[config.mk]
export PLATFORM = sky130hd
export DESIGN_NAME = volume_sequencer
export DESIGN_NICKNAME = d
export VERILOG_FILES = /design/src/rtl/volume_sequencer_pkg.sv /design/src/rtl/volume_stepper.sv /design/src/rtl/volume_sequencer.sv
export SDC_FILE = /design/constraint.sdc
export NUM_CORES = 1
export LEC_CHECK = 0
export ABC_AREA = 1
export BUFFER_PORTS_ARGS = -buffer_cell sky130_fd_sc_hd__buf_2
export CORE_ASPECT_RATIO = 0.7
export CORE_MARGIN = 1.5
export CORE_UTILIZATION = 60
export DETAILED_ROUTE_END_ITERATION = 8
export MAX_ROUTING_LAYER = met4
export PLACE_DENSITY = 0.8
export SYNTH_ARGS = -nofsm -noshare
export SYNTH_HDL_FRONTEND = slang
export SYNTH_SLANG_ARGS = --single-unit
[constraint.sdc]
create_clock -name clk_i -period 5.8 [get_ports clk_i]
set_input_delay 0.87 -clock clk_i [delete_from_list [all_inputs] [get_ports clk_i]]
set_output_delay 0.87 -clock clk_i [all_outputs]
set_load 0.005 [all_outputs]
[src/rtl/volume_sequencer_pkg.sv]
// rtl/volume_sequencer_pkg.sv - shared states, source select and width for the volume sequencer
package volume_sequencer_pkg;

    localparam int VOL_WIDTH = 8;

    localparam logic [2:0] ST_OFF       = 3'd0;
    localparam logic [2:0] ST_RAMP_UP   = 3'd1;
    localparam logic [2:0] ST_RUN       = 3'd2;
    localparam logic [2:0] ST_RAMP_DOWN = 3'd3;
    localparam logic [2:0] ST_MUTED     = 3'd4;

    typedef enum logic {
        SRC_USB  = 1'b0,
        SRC_KNOB = 1'b1
    } src_e;

    // Ramping down and sitting muted both drive the channels toward silence.
    function automatic logic forces_zero(input logic [2:0] st);
        return (st == ST_RAMP_DOWN) || (st == ST_MUTED);
    endfunction

endpackage

[src/rtl/volume_stepper.sv]
// rtl/volume_stepper.sv - one channel's volume index, slewed toward its target by at most STEP per tick
module volume_stepper
    import volume_sequencer_pkg::*;
#(
    parameter int WIDTH = VOL_WIDTH,
    parameter int STEP  = 1
) (
    input  logic             clk_i,
    input  logic             reset_i,
    input  logic             clear_i,
    input  logic             step_ena_i,
    input  logic [WIDTH-1:0] target_i,
    input  logic             zero_now_i,
    input  logic             zero_next_i,
    output logic [WIDTH-1:0] index_o,
    output logic             at_target_o
);

    localparam logic [WIDTH-1:0] STEP_V = WIDTH'(STEP);

    logic [WIDTH-1:0] index_q;
    logic [WIDTH-1:0] index_d;
    logic [WIDTH-1:0] step_tgt;
    logic [WIDTH-1:0] cur_tgt;
    logic [WIDTH-1:0] diff;

    // Next index: cleared while off, otherwise a clipped step toward the next-state target.
    always_comb begin
        step_tgt = zero_next_i ? '0 : target_i;
        index_d  = index_q;
        diff     = '0;
        if (clear_i) begin
            index_d = '0;
        end else if (step_ena_i) begin
            if (step_tgt > index_q) begin
                diff    = step_tgt - index_q;
                index_d = index_q + ((diff < STEP_V) ? diff : STEP_V);
            end else if (step_tgt < index_q) begin
                diff    = index_q - step_tgt;
                index_d = index_q - ((diff < STEP_V) ? diff : STEP_V);
            end
        end
    end

    // Index register.
    always_ff @(posedge clk_i) begin
        if (reset_i) begin
            index_q <= '0;
        end else begin
            index_q <= index_d;
        end
    end

    // At-target uses the current state's target so it never depends on the next state.
    always_comb begin
        cur_tgt     = zero_now_i ? '0 : target_i;
        at_target_o = (index_q == cur_tgt);
    end

    assign index_o = index_q;

endmodule

[src/rtl/volume_sequencer.sv]
// rtl/volume_sequencer.sv - arbitrates volume sources, sequences mute/stream ramps and gates the PWM
module volume_sequencer
    import volume_sequencer_pkg::*;
#(
    parameter int WIDTH = VOL_WIDTH,
    parameter int STEP  = 1
) (
    input  logic               clk_i,
    input  logic               reset_i,
    input  logic               sample_ena_i,
    input  logic               active_i,
    input  logic               mute_i,
    input  logic [2*WIDTH-1:0] volume_usb_i,
    input  logic [WIDTH-1:0]   knob_i,
    output logic [2*WIDTH-1:0] volume_index_o,
    output logic               output_enable_o,
    output logic               busy_o,
    output logic [2:0]         state_o
);

    logic [2*WIDTH-1:0] usb_q;
    logic [2*WIDTH-1:0] usb_prev_q;
    logic [WIDTH-1:0]   knob_q;
    logic [WIDTH-1:0]   knob_prev_q;
    src_e               src_q;
    src_e               src_d;
    logic [2:0]         state_q;
    logic [2:0]         state_d;
    logic               oe_q;

    logic [WIDTH-1:0]   target [2];
    logic [WIDTH-1:0]   index  [2];
    logic [1:0]         at_tgt;
    logic               all_at;
    logic               all_zero;

    // Register the sources twice so a change is seen as a difference between the two copies.
    always_ff @(posedge clk_i) begin
        if (reset_i) begin
            usb_q       <= '0;
            usb_prev_q  <= '0;
            knob_q      <= '0;
            knob_prev_q <= '0;
            src_q       <= SRC_USB;
        end else begin
            usb_q       <= volume_usb_i;
            usb_prev_q  <= usb_q;
            knob_q      <= knob_i;
            knob_prev_q <= knob_q;
            src_q       <= src_d;
        end
    end

    // Most recent mover owns the target; USB wins a tie.
    always_comb begin
        src_d = src_q;
        if (usb_q != usb_prev_q) begin
            src_d = SRC_USB;
        end else if (knob_q != knob_prev_q) begin
            src_d = SRC_KNOB;
        end
    end

    // Per-channel base target from the selected source.
    always_comb begin
        for (int ch = 0; ch < 2; ch++) begin
            target[ch] = (src_q == SRC_USB) ? usb_prev_q[ch*WIDTH +: WIDTH] : knob_prev_q;
        end
    end

    for (genvar ch = 0; ch < 2; ch++) begin : g_chan
        volume_stepper #(
            .WIDTH (WIDTH),
            .STEP  (STEP)
        ) u_stepper (
            .clk_i       (clk_i),
            .reset_i     (reset_i),
            .clear_i     (state_d == ST_OFF),
            .step_ena_i  (sample_ena_i),
            .target_i    (target[ch]),
            .zero_now_i  (forces_zero(state_q)),
            .zero_next_i (forces_zero(state_d)),
            .index_o     (index[ch]),
            .at_target_o (at_tgt[ch])
        );
    end

    // Sequencer next state; ramps are always completed through RAMP_DOWN before going off.
    always_comb begin
        all_at   = &at_tgt;
        all_zero = (index[0] == '0) && (index[1] == '0);
        state_d  = state_q;
        case (state_q)
            ST_OFF: begin
                if (active_i && !mute_i) state_d = ST_RAMP_UP;
            end
            ST_RAMP_UP: begin
                if (mute_i || !active_i) state_d = ST_RAMP_DOWN;
                else if (all_at)         state_d = ST_RUN;
            end
            ST_RUN: begin
                if (mute_i || !active_i) state_d = ST_RAMP_DOWN;
            end
            ST_RAMP_DOWN: begin
                if (active_i && !mute_i) state_d = ST_RAMP_UP;
                else if (all_zero)       state_d = active_i ? ST_MUTED : ST_OFF;
            end
            ST_MUTED: begin
                if (!active_i)   state_d = ST_OFF;
                else if (!mute_i) state_d = ST_RAMP_UP;
            end
            default: state_d = ST_OFF;
        endcase
    end

    // State and output enable; the enable follows the next state so it moves with the transition.
    always_ff @(posedge clk_i) begin
        if (reset_i) begin
            state_q <= ST_OFF;
            oe_q    <= 1'b0;
        end else begin
            state_q <= state_d;
            oe_q    <= (state_d != ST_OFF);
        end
    end

    assign volume_index_o  = {index[1], index[0]};
    assign output_enable_o = oe_q;
    assign busy_o          = ~all_at;
    assign state_o         = state_q;

endmodule

==> summary.md, run 1 <==
| Metric | Value |
|---|---|
| VDD IR max | `0.472 mV` |
| DP Wirelength | `11800 um` |
| Min-Delay Path Class | `reg -> reg` |
| Port bufs | `49` |
| Critical setup path kind | `reg -> reg` |
| CP Max Fanout | `17` |
| Seq cells post-synth | `about 70` |
| Final min period | `5.41 ns` |
| Fin nets | `977` |
| Fin cells | `roughly 1000` |
| Relative max-transition margin | `40.5%` |
| Drt drc | `0` |
| Vias in the first global route | `about 4900` |
| Switch share | `slightly above 50%` |
| Starting DRT DRC Count | `557` |
| Period utilisation layout | `93.4%` |
| Worst setup EP type | `flop` |
| Std cell rows | `28` |
| Post-DRT Antenna Nets | `0` |
| Initial Util | `62.9%` |
| # diodes | `0` |
| H-tree depth | `3` |
| Count of final hold-check violations | `0` |
| Cell Int Power | `0.00169 W` |
| Share of cells above drive strength 1 | `12.8%` |
| Total power | `0.00340 W` |
| Comb pwr share | `63.9%` |
| Max incr delay on CP | `~0.4 ns` |
| Worst hold margin | `0.439 ns` |
| DR vias | `5566` |
| Required time of the critical path | `6.01 ns` |
| Clock-pin transition on the worst setup and hold timing paths | `0.06 ns` |
| Initial antenna violation count | `0` |
| Finished Core Util | `72.2%` |
| CP arrival | `5.63 ns` |
| Cell area after synthesis | `5400 um2` |
| Fmax | `185 MHz` |
| Clk buf depth | `2` |
| Die Y | `82.4 um` |
| Area growth from synthesis to layout | `14.7%` |
| Switch Pwr | `approximately 0.0017 W` |
| Hold Buf Count CTS | `0` |
| Pleak | `3.31 nW` |
| Mapped Cells | `about 840` |
| Yosys warns | `0` |
| Outcome | `completed` |
| WL/cell | `approximately 15 um` |
| Cell variety after synth | `40` |
| EDFF count, synth | `0` |
| Number of max-cap violations | `0` |
| Die area | `roughly 9600 um2` |
| Clock Power Share | `roughly 17%` |
| CTS tree | `done` |
| GP Congestion | `around 0.96` |
| Routed WL | `15700 um` |
| Max Clock Skew | `0.00713 ns` |
| Largest net degree at the start of global routing | `54` |
| Max stage delay cell, worst path | `dfxtp_4` |
| Sequential fraction of the synthesis area | `25.6%` |
| Setup TNS | `0 ns` |
| Avg Vias per Cell | `5.47` |
| Slew Limit Fails | `0` |
| Overflow after GRT | `0` |
| Placed insts | `997` |
| Skew-Pair Late Insertion Delay | `0.35 ns` |
| Width of the chip | `116 um` |
| Worst slew pin tran | `about 0.89 ns` |
| Worst path most repeated cell | `nand2_1` |
| Clk sink count | `69` |
| GR Util All Layers | `between 30% and 40%` |
| I/O pins | `50` |
| Synth Flop Type | `dfxtp_1` |
| Setup-failing EPs final | `0` |
| PD cells | `between 500 and 600 nW/um2` |
| Core area | `~8600 um2` |
| Flop pwr share | `a little under a fifth` |
| Avg Inst Size Synth | `roughly 6.5 um2` |
| Pre-Repair DR Iteration Count | `5` |
| First-pass GRT wire length | `24100 um` |
| FFs w/ async S/R, synth | `0%` |
| Root Buffer | `clkbuf_16` |
| Startpoint Class | `flop` |
| CTS Buf Count | `9` |
==> power groups by stage <==
stage | registers (W) | logic, W | clock network (W)
global placement | 0.000636 | 0.00199 | 0
floorplan | 0.000621 | 0.00158 | 0
finish | 0.000641 | 0.00217 | 0.000586
global route | 0.000646 | 0.00243 | 0.000606
CTS | 0.000630 | 0.00208 | 0.000590
detailed placement | 0.000641 | 0.00206 | 0
==> logic make-up after synthesis <==
kind of cell / synth area share [%]
simple gates: 30.1
other cells: 0.0694
compound gates: 12.7
fa+ha+maj: 13.8
buf+inv: 13.0
xor+xnor: 4.70
flops: 25.6
==> cell usage in the layout (no fill, tap or decap), types with 10 or more instances in the layout <==
cell and n:
a21oi_1 55, dfxtp_1 65, ha_1 50, xor2_1 24, buf_2 49, nand2_1 180, nand4_1 14, o21ai_0 25
clkbuf_16 10, nand3_1 42, nor2_1 123, inv_1 152
==> flip-flops by register name (all words and copies together) (netlist names) <==
register	count
g_chan.u_stepper.index_o	16
knob_prev_q	8
knob_q	8
output_enable_o	1
src_q	1
state_o	3
usb_prev_q	16
usb_q	16
==> path summary, 6_finish.rpt <==
kind | cells past startpoint | endpoint | startpoint | slack [ns]
max reg2reg | 42 | g_chan[1].u_stepper.index_o[6] | src_q | 0.39
min | 2 | knob_prev_q[6] | knob_q[6] | 0.44
max | 42 | g_chan[1].u_stepper.index_o[6] | src_q | 0.39
min reg2reg | 2 | knob_prev_q[6] | knob_q[6] | 0.44
==> final cells by class <==
cell class | instances | area (um2)
clock buffers | 9 | 225
clock inverters | 7 | 92.6
fillers | 739 | 2390
inverters | 155 | 589
multi-input cells | 597 | 3390
flip-flops and latches | 69 | 1390
well taps | 120 | 150
repair buffers | 60 | 358
==> layer usage <==
layer	GRT usage, %	part of all wire (%)
met5	-	0
met4	9.15	1.4
met3	7.81	8.5
met2	51.5	42
met1	47.2	48
==> through the flow <==
stage                     setup slack [ns]  cell area, um2
after floorplan                      0.945            5410
after global placement               0.283            5750
after detailed placement            0.0734            5750
after CTS                           0.0578            6070
after global routing               -0.0212            6200
final                                0.385            6200
==> critical path, delay by kind of cell, from the launching register on <==
family                   cells  cell delay, ns
AND/OR/NAND/NOR             24            2.21
buffers and inverters        6            0.53
XOR/XNOR                     1            0.16
flip-flops                   1            0.40
AO/OA/AOI/OAI                7            0.86
adder cells (fa/ha/maj)      4            1.11
==> synth_stat cells, drive strengths merged (6+ instances only) <==
library cell	count	share of area, %
nor2	124	8.7
a21oi	64	6.5
nand2	189	14
dfxtp	69	26
nand4	14	1.6
buf	10	1.8
clkbuf	7	0.49
nand3	42	3.9
ha	50	12
o21ai	32	3.0
xor2	24	3.9
fa	6	2.2
inv	155	11
nor3	8	0.74
o21bai	6	1.0
==> repair_timing <==
item                                    CTS  global route
buffers inserted                          0             2
gates resized for setup                   0            26
endpoints found under the setup margin    0            12
Power figures use the tool's default switching activity.
==> run 2: changes to the inputs <==
--- a/config.mk
+++ b/config.mk
@@ -11,7 +11,6 @@
 export CORE_MARGIN = 1.5
 export CORE_UTILIZATION = 60
 export DETAILED_ROUTE_END_ITERATION = 8
-export MAX_ROUTING_LAYER = met4
 export PLACE_DENSITY = 0.8
 export SYNTH_ARGS = -nofsm -noshare
 export SYNTH_HDL_FRONTEND = slang
==> run 2 against run 1 <==
- critical path depth decreased by 3
- hold slack got worse by 0.0029 ns
- via count decreased by 0.47%
- clock power increased by 4.3%
- die area unchanged
- critical endpoint unchanged
- combinational power decreased by 2%
- largest cell class unchanged
- wire length decreased by 2.3%
- total power decreased by 0.47%
- non-clock buffer count decreased by 1
- clock skew about the same
==> summary.md, run 2 (same netlist as run 1, synthesis figures left out) <==
| Metric | Value |
|---|---|
| WHS Endpoint | `usb_prev_q[6]` |
| Slew Limit Fails | `0` |
| RR Endpoint | `g_chan[1].u_stepper.index_o[6]` |
| Max Clock Skew | `just over 0.007 ns` |
| Vias in the first global route | `a little under 5000` |
| Die area | `9590 um2` |
| Area growth from synthesis to layout | `14.4%` |
| Setup crit start | `src_q` |
| WHS Path Cells | `2` |
| Relative max-transition margin | `40.3%` |
| First-pass GRT wire length | `23700 um` |
| Pre-CTS WS | `around 0.04 ns` |
| Clk buf depth | `2` |
| Startpoint Class | `flop` |
| Avg Vias per Cell | `5.46` |
| DR vias | `~5500` |
| Initial antenna violation count | `0` |
| Count of final hold-check violations | `0` |
| CP Max Fanout | `17` |
| CTS Buf Count | `9` |
| Required time of the critical path | `6.00 ns` |
| Starting DRT DRC Count | `590` |
| Largest delay share family, worst path | `simple AND/OR/NAND/NOR gates` |
| Pre-Repair DR Iteration Count | `5` |
| Filler Cell Count | `728` |
| Clock-pin transition on the worst setup and hold timing paths | `0.06 ns` |
| Register Area | `1390 um2` |
| GP Congestion | `0.927` |
| Root Buffer | `clkbuf_16` |
| Pleak | `3.31 nW` |
| I/O pins | `50` |
| Period utilisation layout | `between 90% and 100%` |
| Outcome | `completed` |
| Fmax | `between 150 and 200 MHz` |
| CP arrival | `5.60 ns` |
| Drt drc | `0` |
| Width of the chip | `~120 um` |
| Finished Core Util | `between 70% and 80%` |
| # diodes | `0` |
| Clk sink count | `69` |
| FF-to-FF path depth | `39` |
| Total power | `about 0.0034 W` |
| Initial Util | `between 60% and 70%` |
| Commonest non-fill, non-tap cell in the layout | `nand2_1` |
| GR Util All Layers | `32.6%` |
| Skew-Pair Late Insertion Delay | `0.34 ns` |
| Buf/Inv on CP | `4` |
| Hold wc startpoint | `usb_q[6]` |
| Fin nets | `975` |
| Std cell rows | `28` |
| PD cells | `547 nW/um2` |
| Port bufs | `a little under 50` |
| Setup-failing EPs final | `0` |
| Overflow after GRT | `0` |
| Number of max-cap violations | `0` |
| Critical setup path kind | `reg -> reg` |
| Die Y | `82.4 um` |
| Footprint of the multi-input gates | `roughly 3400 um2` |
| Routed WL | `15300 um` |
| Setup TNS | `0 ns` |
| Setup slack, reg-to-reg | `just under 0.4 ns` |
| Min-Delay Path Class | `reg -> reg` |
| Setup ws final | `a little under 0.4 ns` |
| Worst setup EP type | `flop` |
| Share of cells above drive strength 1 | `13.0%` |
| CTS tree | `done` |
| WL/cell | `15.1 um` |
| Worst path most repeated cell | `nand2_1` |
| VDD IR max | `between 0.4 and 0.5 mV` |
| Max stage delay cell, worst path | `fa_1` |
| H-tree depth | `3` |
| Worst slew pin tran | `0.895 ns` |
| Post-DRT Antenna Nets | `0` |
| Final min period | `5.40 ns` |
| RR Startpoint | `src_q` |
| Max incr delay on CP | `0.43 ns` |
| DP Wirelength | `11500 um` |
| Most frequent cells in the layout | `nand2_1 (180), inv_1 (150), nor2_1 (123), dfxtp_1 (64), a21oi_1 (54)` |
| Largest net degree at the start of global routing | `54` |
| Core area | `8580 um2` |
[run 2: changes by cell type in the layout (fill, tap and decap cells not counted), sizes merged]
cell      delta
clkinvlp     -2
buf          -1
nand2        -1
bufinv       +1
clkinv       +1
[run 2: repair_timing]
item	4_1_cts	5_1_grt
hold buffers	0	0
gates resized for setup	0	27
setup buffers	0	2
setup endpoints to repair	0	11
endpoints found under the hold margin	0	0
[run 2: through the flow]
step / instances / area, um2 / hold WS (ns)
global placement: 996 / 5750 / 0.423
finish: 1015 / 6180 / 0.437
global route: 1015 / 6180 / 0.454
CTS: 1012 / 6070 / 0.439
floorplan: 837 / 5410 / 0.415
detailed placement: 996 / 5750 / 0.428
[run 2: final cells by class]
cell class	count	area share [%]
Clock buffer	9	3.64
Clock inverter	7	1.66
Inverter	155	9.61
Multi-Input combinational cell	596	54.5
Sequential cell	69	22.5
Tap cell	120	2.43
Timing Repair Buffer	59	5.67
[run 2: worst register-to-register path, delay by kind of cell, from the launching register on]
kind,cells,cell delay (ns)
simple gates,24,2.25
fa+ha+maj,4,1.29
compound gates,6,0.80
flops,1,0.40
buf+inv,4,0.39
xor+xnor,1,0.15
[run 2: worst max path at each step]
stage / endpoint / slack, ns / cells after the start
finish: g_chan[1].u_stepper.index_o[6] / 0.40 / 39
detailed placement: g_chan[1].u_stepper.index_o[6] / 0.04 / 39
global route: g_chan[1].u_stepper.index_o[6] / -0.06 / 40
CTS: g_chan[1].u_stepper.index_o[6] / 0.01 / 39
global placement: g_chan[1].u_stepper.index_o[6] / 0.27 / 39
floorplan: g_chan[1].u_stepper.index_o[6] / 0.94 / 40
[run 2: power breakdown]
part           switching (W)  leakage, nW  internal [W]
Clock               0.000228        0.163      0.000383
Combinational        0.00133         2.58      0.000797
Sequential          0.000106        0.572      0.000541
Total                0.00166         3.31       0.00172
[run 2: per-layer routing]
| metal | vias to the layer above | GRT usage (%) | routed length [um] |
|---|---|---|---|
| met2 | 254 | 52.1 | 6690 |
| met1 | 2539 | 44.7 | 7030 |
| li1 | 2722 | - | - |
| met5 | - | 0 | 0 |
| met4 | 0 | 6.59 | 170 |
| met3 | 25 | 8.54 | 1430 |
==> run 3: changes to the inputs <==
--- a/config.mk
+++ b/config.mk
@@ -14,4 +14,5 @@
 export PLACE_DENSITY = 0.8
 export SYNTH_ARGS = -nofsm -noshare
 export SYNTH_HDL_FRONTEND = slang
+export SYNTH_HIERARCHICAL = 1
 export SYNTH_SLANG_ARGS = --single-unit
==> run 3 against run 2 <==
- cell count barely moved
- worst setup slack worse by 0.34 ns
- via count is 2.8% lower
- clock skew hardly changed
- sequential share of layout area shrank 1.4 points
- final area rose by 6.6%
- flip-flop and latch count is the same
- wire length rose by 1.7%
- critical path type unchanged
- largest cell class unchanged
==> summary.md, run 3 <==
| Metric | Value |
|---|---|
| Period utilisation layout | `99.0%` |
| DP Wirelength | `11400 um` |
| GR Util All Layers | `30.5%` |
| Synth Flop Type | `dfxtp_1` |
| Std cell rows | `28` |
| Fin cells | `1014` |
| Top cell type's share of synthesized area | `25.4%` |
| H-tree depth | `3` |
| Most frequent cells in the layout | `inv_1 (152), nand2_1 (141), nor2_1 (106), dfxtp_1 (65), buf_2 (49)` |
| Top routing layer in use | `met4` |
| Starting DRT DRC Count | `548` |
| Synth Net Count | `897` |
| Yosys warns | `6` |
| Slew Limit Fails | `0` |
| Fmax | `174 MHz` |
| Cell variety after synth | `42` |
| Leading area contributor after synthesis | `dfxtp_1` |
| FFs w/ async S/R, synth | `0%` |
| Avg Inst Size Synth | `around 6.7 um2` |
| Met2 Wirelength | `6800 um` |
| Most instantiated cells after synthesis | `inv_1 (157), nand2_1 (152), nor2_1 (106)` |
| Root Buffer | `clkbuf_16` |
| First-pass GRT wire length | `22600 um` |
| Critical setup path kind | `reg -> reg` |
| Commonest non-fill, non-tap cell in the layout | `inv_1` |
| Port bufs | `49` |
| Die Y | `82.7 um` |
| Cell area after synthesis | `around 5400 um2` |
| Largest net degree at the start of global routing | `56` |
| I/O pins | `50` |
| Fin nets | `974` |
| RSZ-0062 raised after global routing | `true` |
| Clk sink count | `69` |
| Top-count cell post-synth | `inv_1` |
| GP Congestion | `a little under 1` |
| Share of cells above drive strength 1 | `23.6%` |
| Initial Util | `63.2%` |
| Max incr delay on CP | `0.35 ns` |
| Die area | `9670 um2` |
| DR vias | `roughly 5400` |
| CP Max Fanout | `9` |
| Outcome | `completed` |
| Skew-Pair Late Insertion Delay | `roughly 0.33 ns` |
| Max Clock Skew | `0.00761 ns` |
| Drt drc | `0` |
| Startpoint Class | `flop` |
| Min-Delay Path Class | `reg -> reg` |
| Sequential fraction of the synthesis area | `25.4%` |
| Met3 Wirelength | `~1500 um` |
| Avg Vias per Cell | `approximately 5.3` |
| Initial antenna violation count | `0` |
| Relative max-transition margin | `36.7%` |
| CTS tree | `done` |
| CP arrival | `5.96 ns` |
| # diodes | `0` |
| Area growth from synthesis to layout | `21.0%` |
| Mapped Cells | `812` |
| Design Area, Final | `6590 um2` |
| Synth top area cells | `dfxtp_1 (25%), ha_1 (11%), inv_1 (11%)` |
| Clk buf depth | `2` |
| Worst slew pin tran | `between 0.9 and 1 ns` |
| Width of the chip | `about 120 um` |
| Routed WL | `~16000 um` |
| Hold Buf Count CTS | `0` |
| Overflow after GRT | `0` |
| Placed insts | `984` |
| Pre-Repair DR Iteration Count | `5` |
| Vias in the first global route | `4757` |
| Worst path most repeated cell | `nand2_1` |
| Setup-failing EPs final | `0` |
| Placement Cell Area | `5880 um2` |
| Max stage delay cell, worst path | `dfxtp_2` |
| Final min period | `5.74 ns` |
| Met1 WL | `roughly 7000 um` |
| CTS Buf Count | `9` |
| Clock-pin transition on the worst setup and hold timing paths | `0.06 ns` |
| Seq cells post-synth | `slightly below 70` |
| Core area | `8620 um2` |
| EDFF count, synth | `0` |
| Finished Core Util | `between 70% and 80%` |
| WL/cell | `15.4 um` |
| Post-DRT Antenna Nets | `0` |
| Worst setup EP type | `flop` |
| Count of final hold-check violations | `0` |
| Number of max-cap violations | `0` |
| Required time of the critical path | `about 6 ns` |
run 3: area by class of cell:
class / count / area, um2
Clock buffer: 11 / 243
Clock inverter: 5 / 60.1
Fill cell: 659 / 2030
Inverter: 165 / 633
Multi-Input combinational cell: 567 / 3660
Sequential cell: 69 / 1390
Tap cell: 120 / 150
Timing Repair Buffer: 76 / 448
Timing Repair inverter: 1 / 7.51
run 3: stage by stage:
step                      hold slack [ns]  worst slack [ns]  setup TNS [ns]
after floorplan                     0.413             0.454               0
after detailed placement            0.426            -0.225          -0.531
final                               0.443            0.0572               0
after global routing                0.461            -0.231          -0.993
after global placement              0.421            0.0246               0
after CTS                           0.444           0.00165               0
run 3: cell families after synthesis:
kind of cell,Yosys count,synth area share [%]
compound gates,111,12.1
xor+xnor,45,7.24
fa+ha+maj,56,13.7
buf+inv,176,12.6
flops,69,25.4
other cells,2,0.138
simple gates,353,28.9
run 3: layer usage:
| metal | vias up | global-route usage, % |
|---|---|---|
| li1 | 2677 | - |
| met1 | 2448 | 43.7 |
| met2 | 233 | 47.0 |
| met3 | 29 | 6.42 |
| met4 | 0 | 7.11 |
| met5 | - | 0 |
run 3: repair_timing:
action                     4_1_cts  5_1_grt
setup endpoints to repair        5       13
gates resized for setup         12       70
setup buffers                    2       11
cloned                           0        1
pin swaps                        3       24
run 3: final timing paths:
kind | startpoint | to | slack (ns) | cells after the start
worst min-delay path | usb_q[12] | usb_prev_q[12] | 0.44 | 2
worst max register to register | state_o[2] | g_chan[1].u_stepper/index_o[7] | 0.06 | 38
worst max-delay path | state_o[2] | g_chan[1].u_stepper/index_o[7] | 0.06 | 38
worst min register to register | usb_q[12] | usb_prev_q[12] | 0.44 | 2
run 3: worst max-delay path, delay by kind of cell (launching register included):
family | cells | cell delay, ns
AND/OR/NAND/NOR | 21 | 2.74
adder cells (fa/ha/maj) | 3 | 0.88
AO/OA/AOI/OAI | 5 | 0.80
buffers and inverters | 8 | 0.70
flip-flops | 1 | 0.35
XOR/XNOR | 1 | 0.15
Power of run 3 is left out: the tool's default activity adds up to more than one toggle a clock period on the data nets, which glitch-free logic cannot reach.
